## src/rtl/crc_engine_pkg.sv

```systemverilog
// crc_engine_pkg: shared state enum and CRC helper functions for crc_stream_engine
package crc_engine_pkg;
  typedef enum logic [1:0] {IDLE, DATA, APPEND} state_t;
  // one byte of the serial MSB-first LFSR, data bit 7 enters first; width <= 32
  function automatic logic [31:0] crc_byte_next(input logic [31:0] crc, input logic [7:0] data,
                                                input logic [31:0] poly, input int width);
    logic [31:0] c;
    logic fb;
    c = crc;
    for (int i = 7; i >= 0; i--) begin
      fb = c[5'(width - 1)] ^ data[3'(i)];
      c = (c << 1) ^ (fb ? poly : 32'd0);
    end
    return width == 32 ? c : c & ((32'd1 << width) - 32'd1);
  endfunction
  function automatic logic [31:0] bit_reverse(input logic [31:0] v, input int width);
    logic [31:0] r;
    r = '0;
    for (int i = 0; i < 32; i++)
      if (i < width) r[5'(i)] = v[5'(width - 1 - i)];
    return r;
  endfunction
endpackage

```

## src/rtl/crc_byte_step.sv

```systemverilog
// crc_byte_step: combinational one-byte CRC LFSR update
// Ports: crc_in (current register), data_in (byte), crc_next (register after the byte).
// REFLECT!=0 feeds bit 0 of the byte first; the register itself stays in normal form.
module crc_byte_step import crc_engine_pkg::*; #(
  parameter int CRC_W = 16,
  parameter logic [CRC_W-1:0] POLYNOMIAL = CRC_W'(16'h8005),
  parameter int REFLECT = 0
) (
  input  logic [CRC_W-1:0] crc_in,
  input  logic [7:0]       data_in,
  output logic [CRC_W-1:0] crc_next
);
  logic [7:0] data_rev, data_ord;
  always_comb begin
    data_rev = {<<{data_in}};
    data_ord = REFLECT != 0 ? data_rev : data_in;
    crc_next = CRC_W'(crc_byte_next(32'(crc_in), data_ord, 32'(POLYNOMIAL), CRC_W));
  end
endmodule

```

## src/rtl/crc_stream_engine.sv

```systemverilog
// crc_stream_engine: streaming per-frame CRC generator (append) / checker (flag)
// Ports: clk_in, rst (sync, active high); s_data/s_valid/s_last/s_ready input stream;
// m_data/m_valid/m_last/m_ready output stream; mode_check (0 generate, 1 check);
// crc_out/crc_out_valid/crc_err per-frame result.
// Macro CRC_CHECK_EN builds check mode (delay buffer + comparator); without it the
// engine is generate-only and crc_err stays 0.
module crc_stream_engine import crc_engine_pkg::*; #(
  parameter int CRC_W = 16,
  parameter logic [CRC_W-1:0] POLYNOMIAL = CRC_W'(16'h8005),
  parameter logic [CRC_W-1:0] INIT_VALUE = CRC_W'(16'hFFFF),
  parameter logic [CRC_W-1:0] XOR_OUT = CRC_W'(16'hFFFF),
  parameter int REFLECT = 0
) (
  input  logic             clk_in,
  input  logic             rst,
  input  logic             mode_check,
  input  logic [7:0]       s_data,
  input  logic             s_valid,
  input  logic             s_last,
  output logic             s_ready,
  output logic [7:0]       m_data,
  output logic             m_valid,
  output logic             m_last,
  input  logic             m_ready,
  output logic [CRC_W-1:0] crc_out,
  output logic             crc_out_valid,
  output logic             crc_err
);
  localparam int N = CRC_W / 8;
  localparam logic [2:0] NB = 3'(N);
  state_t state;
  logic [CRC_W-1:0] crc_q, crc_cur, crc_step, crc_nx, crc_fin;
  logic [2:0] app_cnt;
  logic [5:0] sh;
  logic [7:0] feed, emit;
  logic acc, chk, feed_en, mism;
  assign s_ready = ~rst & (~m_valid | m_ready) & (state != APPEND);
  assign acc = s_valid & s_ready;
  assign crc_cur = state == IDLE ? INIT_VALUE : crc_q;
`ifdef CRC_CHECK_EN
  logic is_check;
  logic [2:0] cnt, cnt_cur;
  logic [CRC_W-1:0] sbuf, sbuf_nx, fin_swap, exp_buf;
  // the CRC only sees bytes leaving the N-byte delay line, so the trailing
  // received CRC bytes never enter it; at s_last the line holds exactly them
  always_comb begin
    chk = state == IDLE ? mode_check : is_check;
    cnt_cur = state == IDLE ? 3'd0 : cnt;
    feed_en = ~chk | (cnt_cur >= NB);
    feed = chk ? sbuf[CRC_W-1 -: 8] : s_data;
    sbuf_nx = CRC_W'({sbuf, s_data});
  end
  always_comb begin
    fin_swap = {<<8{crc_fin}};
    exp_buf = REFLECT != 0 ? fin_swap : crc_fin;
    mism = (cnt_cur < NB) | (sbuf_nx != exp_buf);
  end
  always_ff @(posedge clk_in) begin
    if (rst) begin
      is_check <= 1'b0;
      cnt <= 3'd0;
      sbuf <= '0;
    end else if (acc) begin
      is_check <= chk;
      cnt <= cnt_cur >= NB ? NB : cnt_cur + 3'd1;
      sbuf <= sbuf_nx;
    end
  end
`else
  logic unused_mode;
  assign unused_mode = mode_check;
  assign chk = 1'b0;
  assign feed_en = 1'b1;
  assign feed = s_data;
  assign mism = 1'b0;
`endif
  crc_byte_step #(.CRC_W(CRC_W), .POLYNOMIAL(POLYNOMIAL), .REFLECT(REFLECT)) u_step (
    .crc_in(crc_cur),
    .data_in(feed),
    .crc_next(crc_step)
  );
  always_comb begin
    crc_nx = feed_en ? crc_step : crc_cur;
    crc_fin = (REFLECT != 0 ? CRC_W'(bit_reverse(32'(crc_nx), CRC_W)) : crc_nx) ^ XOR_OUT;
    sh = REFLECT != 0 ? {app_cnt, 3'b0} : 6'(CRC_W - 8) - {app_cnt, 3'b0};
    emit = 8'(crc_out >> sh);
  end
  always_ff @(posedge clk_in) begin
    if (rst) begin
      state <= IDLE;
      crc_q <= '0;
      app_cnt <= 3'd0;
      m_data <= 8'd0;
      m_valid <= 1'b0;
      m_last <= 1'b0;
      crc_out <= '0;
      crc_out_valid <= 1'b0;
      crc_err <= 1'b0;
    end else begin
      crc_out_valid <= 1'b0;
      if (m_valid & m_ready) begin
        m_valid <= 1'b0;
        m_last <= 1'b0;
      end
      if (acc) begin
        m_data <= s_data;
        m_valid <= 1'b1;
        m_last <= s_last & chk;
        crc_q <= crc_nx;
        app_cnt <= 3'd0;
        state <= ~s_last ? DATA : chk ? IDLE : APPEND;
        if (s_last) begin
          crc_out <= crc_fin;
          crc_out_valid <= 1'b1;
          crc_err <= chk & mism;
        end
      end else if (state == APPEND) begin
        if ((~m_valid | m_ready) && app_cnt != NB) begin
          m_data <= emit;
          m_valid <= 1'b1;
          m_last <= app_cnt == NB - 3'd1;
          app_cnt <= app_cnt + 3'd1;
        end
        if (m_valid & m_ready & m_last) state <= IDLE;
      end
    end
  end
endmodule

```

## config.mk

```make
export PLATFORM = sky130hd
export DESIGN_NAME = crc_stream_engine
export DESIGN_NICKNAME = d
export VERILOG_FILES = /design/src/rtl/crc_engine_pkg.sv /design/src/rtl/crc_byte_step.sv /design/src/rtl/crc_stream_engine.sv
export SDC_FILE = /design/constraint.sdc
export NUM_CORES = 1
export LEC_CHECK = 0
export CAP_MARGIN = 40
export CORE_ASPECT_RATIO = 0.9
export CORE_UTILIZATION = 50
export CTS_CLUSTER_DIAMETER = 200
export CTS_CLUSTER_SIZE = 16
export DETAILED_ROUTE_END_ITERATION = 8
export PLACE_DENSITY = 0.79
export SKIP_LAST_GASP = 1
export SLEW_MARGIN = 20
export SYNTH_ARGS = -nofsm -noshare
export SYNTH_HDL_FRONTEND = slang
export SYNTH_SLANG_ARGS = --single-unit
```

## constraint.sdc

```tcl
create_clock -name clk_in -period 2.35 [get_ports clk_in]
set_input_delay 0.47 -clock clk_in [delete_from_list [all_inputs] [get_ports clk_in]]
set_output_delay 0.47 -clock clk_in [all_outputs]
set_load 0.005 [all_outputs]
```

# After elaboration in Yosys (flattened, before gate mapping)
# Index checks and enable logic that the tools add are counted.
# classes
n_addsub,2
n_eq_ne,4
n_shift,1
n_mux,20
bitwise,18
n_reduce_logical,11
# ops
op,n
2-to-1 mux 16 bit,4
bitwise XOR 16 bit,4
2-to-1 mux 8 bit,3
NOT 16 bit,1
>> shifter 16 x 6 -> 8 bit,1
2-to-1 mux 12 bit,1
2-to-1 mux 1 bit,8
2-to-1 mux 2 bit,4
AND reduction 2 bit,4
nonzero test 2 bit,3
"subtractor 4 x 6 -> 6 bit, first input constant",1
bitwise AND 1 bit,5
OR reduction 2 bit,2
bitwise XOR 1 bit,4
"adder 3 x 1 -> 3 bit, second input constant",1
"== test 3 x 1 -> 1 bit, second input constant",1
"!= test 3 x 2 -> 1 bit, second input constant",1
NOT 1 bit,3
"== test 2 bit, second input constant",1
logical NOT 2 bit,1
"!= test 2 bit, second input constant",1
logical AND 1 bit,1
OR 1 bit,1
# totals
regBits,44
inputBits,14
out_inout_bits,29
elab_cells,64

# Logic depth before layout (Yosys ltp)
# depth
word_depth,15
mapped_depth,8
depth_no_buf,6

# By module
# From an unflattened synthesis, not the netlist that was laid out.
# hier_totals
hier_cells,254
area_unflattened_um2,2258.4
# by_module_without_submodules
module,instances,cells_per_inst,area_each_um2,seq_area_each_um2
crc_stream_engine,1,233,2067.0,960.9
crc_byte_step,1,21,191.4,0.0

# Least setup slack after synthesis
# OpenSTA, ideal clock, no wires.
# synth_path
path_type,register to register
from,reg app_cnt[0]
to,reg app_cnt[1]
setup_ns,0.103
t_arrival_ns,1.664
required_ns,2.247
path_slack_ns,0.583
stages_incl_launch_ff,8
path_buffers,2
period_less_slack_ns,1.767
cell_sequence,dfxtp_1 > buf_2 > inv_1 > ha_1 > a211oi_2 > buf_4 > nor2_1 > a2111oi_2
# synth_between
elab_chain_cells,3
word_cells_on_any_way,4
classes_between,1 x add/sub; 1 x eq/ne; 2 x reduce/logical
# synth_rtl
item,line,rtl
"start, declared",crc_stream_engine.sv:33,logic [2:0] app_cnt;
"start signal, assigned",crc_stream_engine.sv:122,app_cnt <= app_cnt + 3'd1;
branches (longest 3 deep; another with adder 3 x 1 -> 3 bit),-,
# Parallel ways; which one is timed is not known.
# A chain may end at the register's enable or synchronous reset.

# Worst setup path after layout
# layout_path
from,in m_ready
to,out s_ready
# layout_between
elab_chain_cells,3
# layout_rtl
item,line,rtl
"start, declared",crc_stream_engine.sv:24,"input logic m_ready,"
OR 1 bit,crc_stream_engine.sv:37,assign s_ready = ~rst & (~m_valid | m_ready) & (state != APPEND);
bitwise AND 1 bit (2 in a row),crc_stream_engine.sv:37,
"end, declared",crc_stream_engine.sv:20,"output logic s_ready,"
# No other way between the ends.

==> impl_metrics.toml <==
[synthesis]
synth_area_per_cell_um2 = 9.363
synthFlopType = "dfxtp_1"
synthArstFlopShare_pct = 0
synth-seq-cells = 41
ys_seq_area_share_pct = 42.76
synth_area_mm2 = 0.001919
synth-edff-count = 0
syn-num-nets = 222
ys.warnings.count = 0
syn_inst = 205
ys_types = 39

[final_layout]
n_antenna_cell = 0
post_layout_nonfiller_instances = 294
num-nets-final = 267
final_cell_mix = "dfxtp_1 (41), clkdlybuf4s50_1 (40), o21ai_0 (20)"
mostFrequentLayoutCell = "dfxtp_1"
syn_to_final_growth_pct = 29.86
drive_above_1_share_pct = 13.20
utilization_pct = 70.64

[floorplanning]
ioPinCount = 43
core_area_mm2 = 0.003528
die_h_um = 60.78
rows = 20
initial_core_util_pct = 54.40
die_w_um = 67.31
dieArea_mm2 = 0.004091

[placed_design]
hpwl_um = 2949
place_congestion = 0.8007
place_worst_setup_slack_ns = 0.07653
io_buffers = 40
placed_cells = 287

[detailed_routing]
wire_per_inst_um = 14.30
dr_total_vias = 1592
ant_nets = 0
drc = 0
routed_via_density = 5.415
finalWirelength_um = 4205
dr.pass1.iters = 4
drt_iter0_markers = 106

[power_and_ir_drop]
powerDensity_mw_per_mm2 = 703.5
leakagePower_nw = 0.9232
peakVddDrop_uv = 420.3
power_mw = 1.754

[global_route]
grt_first_pass_wirelength_um = 6810
antenna_found_initial = 0
track_usage_pct = 23.05
grt_max_degree = 34
grt_overflow = 0
grt_pass1_vias = 1398

[clock_tree]
cts_sinks = 41
cts-root-buf = "clkbuf_8"
clk_path_buf_depth = 2
cts_tree = "yes"
clk_latency_ns = 0.29
path_clk_slew_ns = 0.08
h-tree-depth = 2
hold_buffers = 0
cts_buffers = 5

[timing]
tns_ns = 0
finalSetupViolCount = 0
hold_violations = 0
relSlewSlack_pct = 52.59
fin_crit_sh_pct = 94.74
drv_slew = 0
rsz0062_at_grt = "no"
max_freq_ghz = 0.4492
setup_slack_ns = 0.1236
skew_ns = 0.004028
min_period_ns = 2.226
tightest_slew_ns = 0.7052

[critical_path]
end_kind = "output port"
critical_path_arrival_ns = 1.76
start_kind = "primary input"
r2r-end = "m_data[0]"
r2r_cells = 5
worstReg2RegStart = "state[1]"
crit_fanout = 3
r2r_setup_slack_ns = 0.70
required_ns = 1.88
path_class = "primary input to output port"

[run_status]
outcome = "finished clean"

[hold_path]
worstHoldStart = "crc_q[4]"
hold_end = "crc_out[12]"
hp-class = "register to register"
hold_depth = 1

[flow_run]
cap_violations = 0
flip-flops by register name (all words and copies together) (netlist names):
signal	flops
m_valid	1
m_last	1
app_cnt	3
crc_out_valid	1
crc_q	10
state	2
crc_out	15
m_data	8
cell usage after synthesis, types with 2 or more instances:
master / n / area, µm²
dfxtp_1: 41 / 820.8
nand2b_1: 7 / 43.79
nor2_1: 17 / 63.81
mux2i_1: 3 / 30.03
nor3_1: 7 / 35.03
o31a_1: 2 / 17.52
o31ai_1: 6 / 45.04
nand3b_1: 15 / 112.6
buf_4: 3 / 22.52
buf_2: 2 / 10.01
nand2_1: 14 / 52.55
xor2_1: 2 / 17.52
ha_1: 3 / 37.54
or3_1: 2 / 12.51
nor2b_1: 5 / 31.28
a21oi_1: 2 / 10.01
xnor2_1: 11 / 96.34
clkbuf_1: 7 / 26.28
a222oi_1: 5 / 50.05
o21ai_0: 20 / 100.1
inv_1: 7 / 26.28
nor4_1: 2 / 12.51
buf_6: 2 / 22.52
mux2_2: 5 / 56.30
worst max-delay path, cell delays in order:
cell and delay [ns]:
clkdlybuf4s50_1 0.49, nor2b_1 0.08, nor3_2 0.19, clkdlybuf4s50_1 0.53
what timing repair did:
action	in CTS	in global routing
resized for setup	0	1
endpoints found under the setup margin	0	1
setup buffers	0	0
metrics by stage:
step,hold WS (ns),instance area [µm²]
2_1_floorplan,0.4237,1919
3_3_place_gp,0.4324,2384
3_5_place_dp,0.4320,2384
4_1_cts,0.4423,2487
5_1_grt,0.4613,2492
6_report,0.4439,2492
logic make-up after synthesis:
kind of cell             share of synthesized area [%]
AND/OR/NAND/NOR                                  21.97
flip-flops                                       42.76
AO/OA/AOI/OAI                                    14.15
buffers and inverters                            5.607
XOR/XNOR                                         8.866
multiplexers                                     4.498
adder cells (fa/ha/maj)                          1.956
other                                           0.1954
routing by layer:
metal | vias up | global-route usage, % | wire length, µm
met1 | 732 | 32.95 | 2097
met2 | 53 | 34.14 | 1786
met5 | - | 0 | 0
met4 | 0 | 8.207 | 48
li1 | 800 | - | -
met3 | 7 | 5.075 | 273
worst max path at each step:
stage | start | to | slack (ns) | cells after the start
global route | m_ready | s_ready | 0.08 | 4
detailed placement | m_ready | s_ready | 0.08 | 4
global placement | m_ready | s_ready | 0.08 | 4
CTS | m_ready | s_ready | 0.08 | 4
floorplan | app_cnt[0] | app_cnt[1] | 0.58 | 7
finish | m_ready | s_ready | 0.12 | 4
power by group:
| group | switching (mW) | internal, mW | total (mW) |
|---|---|---|---|
| sequential | 0.0512 | 0.762 | 0.814 |
| clock | 0.235 | 0.309 | 0.543 |
| combinational | 0.178 | 0.219 | 0.397 |
| total | 0.464 | 1.29 | 1.75 |
final cells by class:
cell class                 instances  area [µm²]
fill                             289        1036
multi-input combinational        143       996.0
sequential                        41       820.8
timing repair buffer              52       490.5
clock buffer                       5       68.82
tap                               44       55.05
clock inverter                     2       35.03
inverter                           7       26.28
Note: power is estimated with default switching activity, not from simulation.
